File: src/rtl/usr_command_sequencer.sv
// Command sequencer for a 4-bit universal shift register: accepts load/shift/rotate/ASR
// commands over valid/ready and drives the register's control inputs cycle by cycle.
module usr_command_sequencer #(
    parameter int COUNT_W = 3
) (
    input  logic               clk,
    input  logic               clear,
    input  logic               cmd_valid,
    output logic               cmd_ready,
    input  logic [2:0]         cmd_op,
    input  logic [COUNT_W-1:0] cmd_count,
    input  logic [3:0]         cmd_data,
    input  logic               cmd_fill,
    input  logic [3:0]         q,
    output logic [1:0]         sel,
    output logic               serial_in_right,
    output logic               serial_in_left,
    output logic [3:0]         parallel_in,
    output logic               busy,
    output logic               done,
    output logic               err
);

    typedef enum logic [1:0] {IDLE, LOAD, SHIFT, DONE} state_t;

    localparam logic [2:0] OP_NOP  = 3'b000;
    localparam logic [2:0] OP_LOAD = 3'b001;
    localparam logic [2:0] OP_SHR  = 3'b010;
    localparam logic [2:0] OP_SHL  = 3'b011;
    localparam logic [2:0] OP_ROR  = 3'b100;
    localparam logic [2:0] OP_ROL  = 3'b101;
    localparam logic [2:0] OP_ASR  = 3'b110;
    localparam logic [2:0] OP_ILL  = 3'b111;

    localparam logic [1:0] SEL_HOLD  = 2'b00;
    localparam logic [1:0] SEL_RIGHT = 2'b01;
    localparam logic [1:0] SEL_LEFT  = 2'b10;
    localparam logic [1:0] SEL_LOAD  = 2'b11;

    state_t             state, next_state;
    logic [2:0]         op_r;
    logic [COUNT_W-1:0] count_r;
    logic               fill_r;
    logic [3:0]         load_data;
    logic               accept;
    logic               is_shift_op;

    assign cmd_ready   = (state == IDLE);
    assign accept      = cmd_valid && cmd_ready;
    assign is_shift_op = (cmd_op == OP_SHR) || (cmd_op == OP_SHL) || (cmd_op == OP_ROR) ||
                         (cmd_op == OP_ROL) || (cmd_op == OP_ASR);

    // load_data only changes on a LOAD so parallel_in keeps the last loaded value.
    always_ff @(posedge clk) begin
        if (clear) begin
            state     <= IDLE;
            op_r      <= OP_NOP;
            count_r   <= '0;
            fill_r    <= 1'b0;
            load_data <= 4'b0000;
        end else begin
            state <= next_state;
            if (accept) begin
                op_r    <= cmd_op;
                count_r <= cmd_count;
                fill_r  <= cmd_fill;
                if (cmd_op == OP_LOAD)
                    load_data <= cmd_data;
            end else if (state == SHIFT) begin
                count_r <= count_r - COUNT_W'(1);
            end
        end
    end

    always_comb begin
        next_state = state;
        case (state)
            IDLE: begin
                if (accept) begin
                    if (cmd_op == OP_LOAD)
                        next_state = LOAD;
                    else if (!is_shift_op || cmd_count == '0)
                        next_state = DONE;
                    else
                        next_state = SHIFT;
                end
            end
            LOAD:    next_state = DONE;
            SHIFT:   if (count_r == COUNT_W'(1)) next_state = DONE;
            DONE:    next_state = IDLE;
            default: next_state = IDLE;
        endcase
    end

    // NOTE: every output gets a default before the case so no latch is inferred.
    always_comb begin
        sel             = SEL_HOLD;
        serial_in_right = 1'b0;
        serial_in_left  = 1'b0;
        case (state)
            LOAD: sel = SEL_LOAD;
            SHIFT: begin
                case (op_r)
                    OP_SHR: begin sel = SEL_RIGHT; serial_in_right = fill_r; end
                    OP_SHL: begin sel = SEL_LEFT;  serial_in_left  = fill_r; end
                    OP_ROR: begin sel = SEL_RIGHT; serial_in_right = q[0];   end
                    OP_ROL: begin sel = SEL_LEFT;  serial_in_left  = q[3];   end
                    OP_ASR: begin sel = SEL_RIGHT; serial_in_right = q[3];   end
                    default: sel = SEL_HOLD;
                endcase
            end
            default: sel = SEL_HOLD;
        endcase
    end

    assign parallel_in = load_data;
    assign busy        = (state != IDLE);
    assign done        = (state == DONE);
    assign err         = (state == DONE) && (op_r == OP_ILL);

endmodule
File: config.mk
export PLATFORM = sky130hd
export DESIGN_NAME = usr_command_sequencer
export DESIGN_NICKNAME = d
export VERILOG_FILES = /design/src/rtl/usr_command_sequencer.sv
export SDC_FILE = /design/constraint.sdc
export NUM_CORES = 1
export LEC_CHECK = 0
export ABC_AREA = 1
export CAP_MARGIN = 20
export CORE_MARGIN = 10
export CORE_UTILIZATION = 43
export DETAILED_ROUTE_END_ITERATION = 8
export GPL_ROUTABILITY_DRIVEN = 1
export GPL_TIMING_DRIVEN = 0
export PLACE_DENSITY = 0.78
export SETUP_SLACK_MARGIN = 0.3
export SLEW_MARGIN = 20
export SYNTH_ARGS = -nofsm -noshare
export SYNTH_HDL_FRONTEND = slang
export SYNTH_SLANG_ARGS = --single-unit
File: constraint.sdc
create_clock -name clk -period 1.3 [get_ports clk]
set_input_delay 0.13 -clock clk [delete_from_list [all_inputs] [get_ports clk]]
set_output_delay 0.13 -clock clk [all_outputs]
set_load 0.01 [all_outputs]
==> impl_metrics.ini <==
[pwr]
seqPwrFrac = 0.235
pwr-share-comb = 0.677
power.switching_mw = 1.296
peakVddDrop_mv = 1.501
p_leak_nw = 0.5827
p_total_mw = 2.830
pwr_density_cell_mw_per_mm2 = 2031
netSwitchingFraction = 0.4578
power.share.clock = 0.087
internal-power_mw = 1.535

[sta]
rsz0062_at_grt = yes
fin_crit_sh = 1.053
skew_ps = 4.808
tightest_slew_ps = 423.8
max_freq_mhz = 730.2
setup_violations = 2
fin_ws_ps = -69.43
totalNegativeSetupSlack_ps = -126.0
slew_headroom = 0.7171
hold_viol = 0
finalCriticalPeriod_ps = 1369
slew_viol_final = 0

[setup_path]
critPathLaunchType = flip-flop
slowest_stage = dfxtp_4
worst-path-buf-inv = 2
cp_slowest_stage_delay_ps = 370
path_max_fanout = 4
crit_arrival_ps = 1240
end_kind = output port
cp_top_family = flip-flops
worst-r2r-setup-slack_ps = 70
worstPathRequired_ps = 1170
worstSetupPathType = reg -> out
crit_chain = inv_6 -> ha_4 -> o211ai_1 -> a21oi_2 -> buf_2

[global_route]
antenna_found_initial = 0
grt.total_usage = 0.1160
grt_pass1_wl_um = 3981
first_global_vias = 911
grt_max_degree = 11
overflow = 0

[finish]
final_layout_size_suffix_gt1_frac = 0.5128
syn_to_final_growth_pct = 69.30
nNetsFinal = 182
antenna_cells = 0
final_core_util = 0.7901

[run_status]
status = finished, violations left
failed_checks = negative setup slack

[yosys]
seq_area_frac_synth = 0.3161
synth-edff-count = 0
synthCells = 119
ys_seq_elements = 13
ys.flop_type = dfxtp_1
syn_area_um2 = 823.3
yosys_warnings = 0
synth_cell_types = 21
synthArstFlopShare = 0
syn_nets = 144
yosys.area.top_type = dfxtp_1
synth_top_cells_by_area = dfxtp_1, nand2_1, ha_1
yosysTopAreaCellShare = 0.3161
avgSynthCellArea_um2 = 6.918

[floorplan]
die_y_um = 63.76
die_x_um = 63.76
die_area_mm2 = 0.004065
core_mm2 = 0.001764
io_pins = 30
start_util = 0.4667
rows = 15

[worst_hold_path]
hold_class = in -> reg

[clocking]
numCtsBuffers = 3
cts_buffer_depth = 2
ctsHoldBuffers = 0
clk_latency_ps = 270
clkSinkCount = 13
cts_tree = built
htreeDepth = 1
root_buffer = clkbuf_4
clk_pin_slew_ps = 80

[routing]
drtAntennaViolNets = 0
drtPass1Iterations = 4
via_count = 943
vias_per_cell = 5.210
wirelength_um = 2697
post_drt_wl_per_cell_um = 14.90
drt_first_iter_violations = 17
drc = 0

[placed_design]
io_buffers = 26
gp_congestion = 0.8012
place_hpwl_um = 1753

[job]
drv_cap = 0
[routing by layer]
layer | up-vias | wire, um | part of all wire | global-route usage
li1 | 463 | - | - | -
met1 | 451 | 1078 | 0.40 | 0.1197
met2 | 25 | 1421 | 0.53 | 0.2136
met3 | 4 | 170 | 0.063 | 0.04878
met4 | 0 | 27 | 0.010 | 0.02459
met5 | - | 0 | 0 | 0
[logic make-up (layout without fill, tap and decap cells)]
kind of cell	after synthesis	after routing	synth area share
buffers and inverters	22	59	0.1140
flip-flops	13	13	0.3161
AND/OR/NAND/NOR	56	56	0.3192
adder cells (fa/ha/maj)	7	7	0.1064
AO/OA/AOI/OAI	20	20	0.1337
XOR/XNOR	1	1	0.01064
[what timing repair did]
action / in CTS / in global routing
gates cloned: 1 / 1
pin swaps: 7 / 8
buffers inserted: 4 / 1
endpoints found under the setup margin: 25 / 25
resized for setup: 77 / 29
[area by class of cell]
cell class | count | area, um2
tap | 25 | 31.28
multi-input combinational | 84 | 646.9
inverter | 20 | 97.59
fill | 132 | 370.4
sequential | 13 | 276.5
timing repair inverter | 1 | 6.256
timing repair buffer | 32 | 289.0
buffer | 2 | 20.02
clock buffer | 4 | 26.28
[tightest hold or removal path, cell delays in order]
cell and delay, ps:
buf_2 160, nand4_1 110, a21oi_1 60
[registers in the layout, summed over array words and instances (netlist names)]
| register | cells |
|---|---|
| count_r | 3 |
| state | 2 |
| fill_r | 1 |
| op_r | 3 |
| parallel_in | 4 |
[power by group through the flow]
stage                     Sequential [mW]  Clock, mW  Combinational (mW)
after floorplan                     0.613          0               0.903
after global placement              0.624          0                1.23
after detailed placement            0.631          0                1.27
after CTS                           0.636      0.250                1.63
after global routing                0.680      0.281                2.07
final                               0.666      0.247                1.92
[final timing paths]
kind                          startpoint                           to  cells after the start
min reg2reg  parallel_in[3]$_SDFFE_PP0P_  parallel_in[3]$_SDFFE_PP0P_                      2
max reg2reg        state[0]$_SDFFE_PP0P_        state[0]$_SDFFE_PP0P_                      8
max                state[0]$_SDFFE_PP0P_                       sel[0]                      5
min                            cmd_op[0]  parallel_in[3]$_SDFFE_PP0P_                      3
[metrics by stage]
stage	hold WS, ps	cells	setup WS (ps)	area [um2]
2_1_floorplan	199.1	119	217.7	883.3
3_3_place_gp	449.6	170	-256.0	1175
3_5_place_dp	457.2	170	-274.5	1175
4_1_cts	226.9	179	-64.57	1314
5_1_grt	219.9	181	-130.1	1394
6_report	231.3	181	-69.43	1394
[Yosys cell counts (2+ instances only)]
cell type and n:
nand4_1 7, nor2_1 7, a21oi_2 2, inv_2 5, nand3_1 9, dfxtp_1 13
nand2_1 27, ha_1 7, inv_1 14, o21ai_0 5, a21oi_1 11, nor2_2 3
[placed cells by master, fill, tap and decap left out, drive strengths merged, types with 7 or more instances in the layout]
master,instances
dfxtp,13
clkdlybuf4s50,14
clkbuf,8
inv,21
buf,16
nand4,7
a21oi,13
nand3,10
ha,7
nand2,28
nor2,11
(Power assumes the default switching activity.)
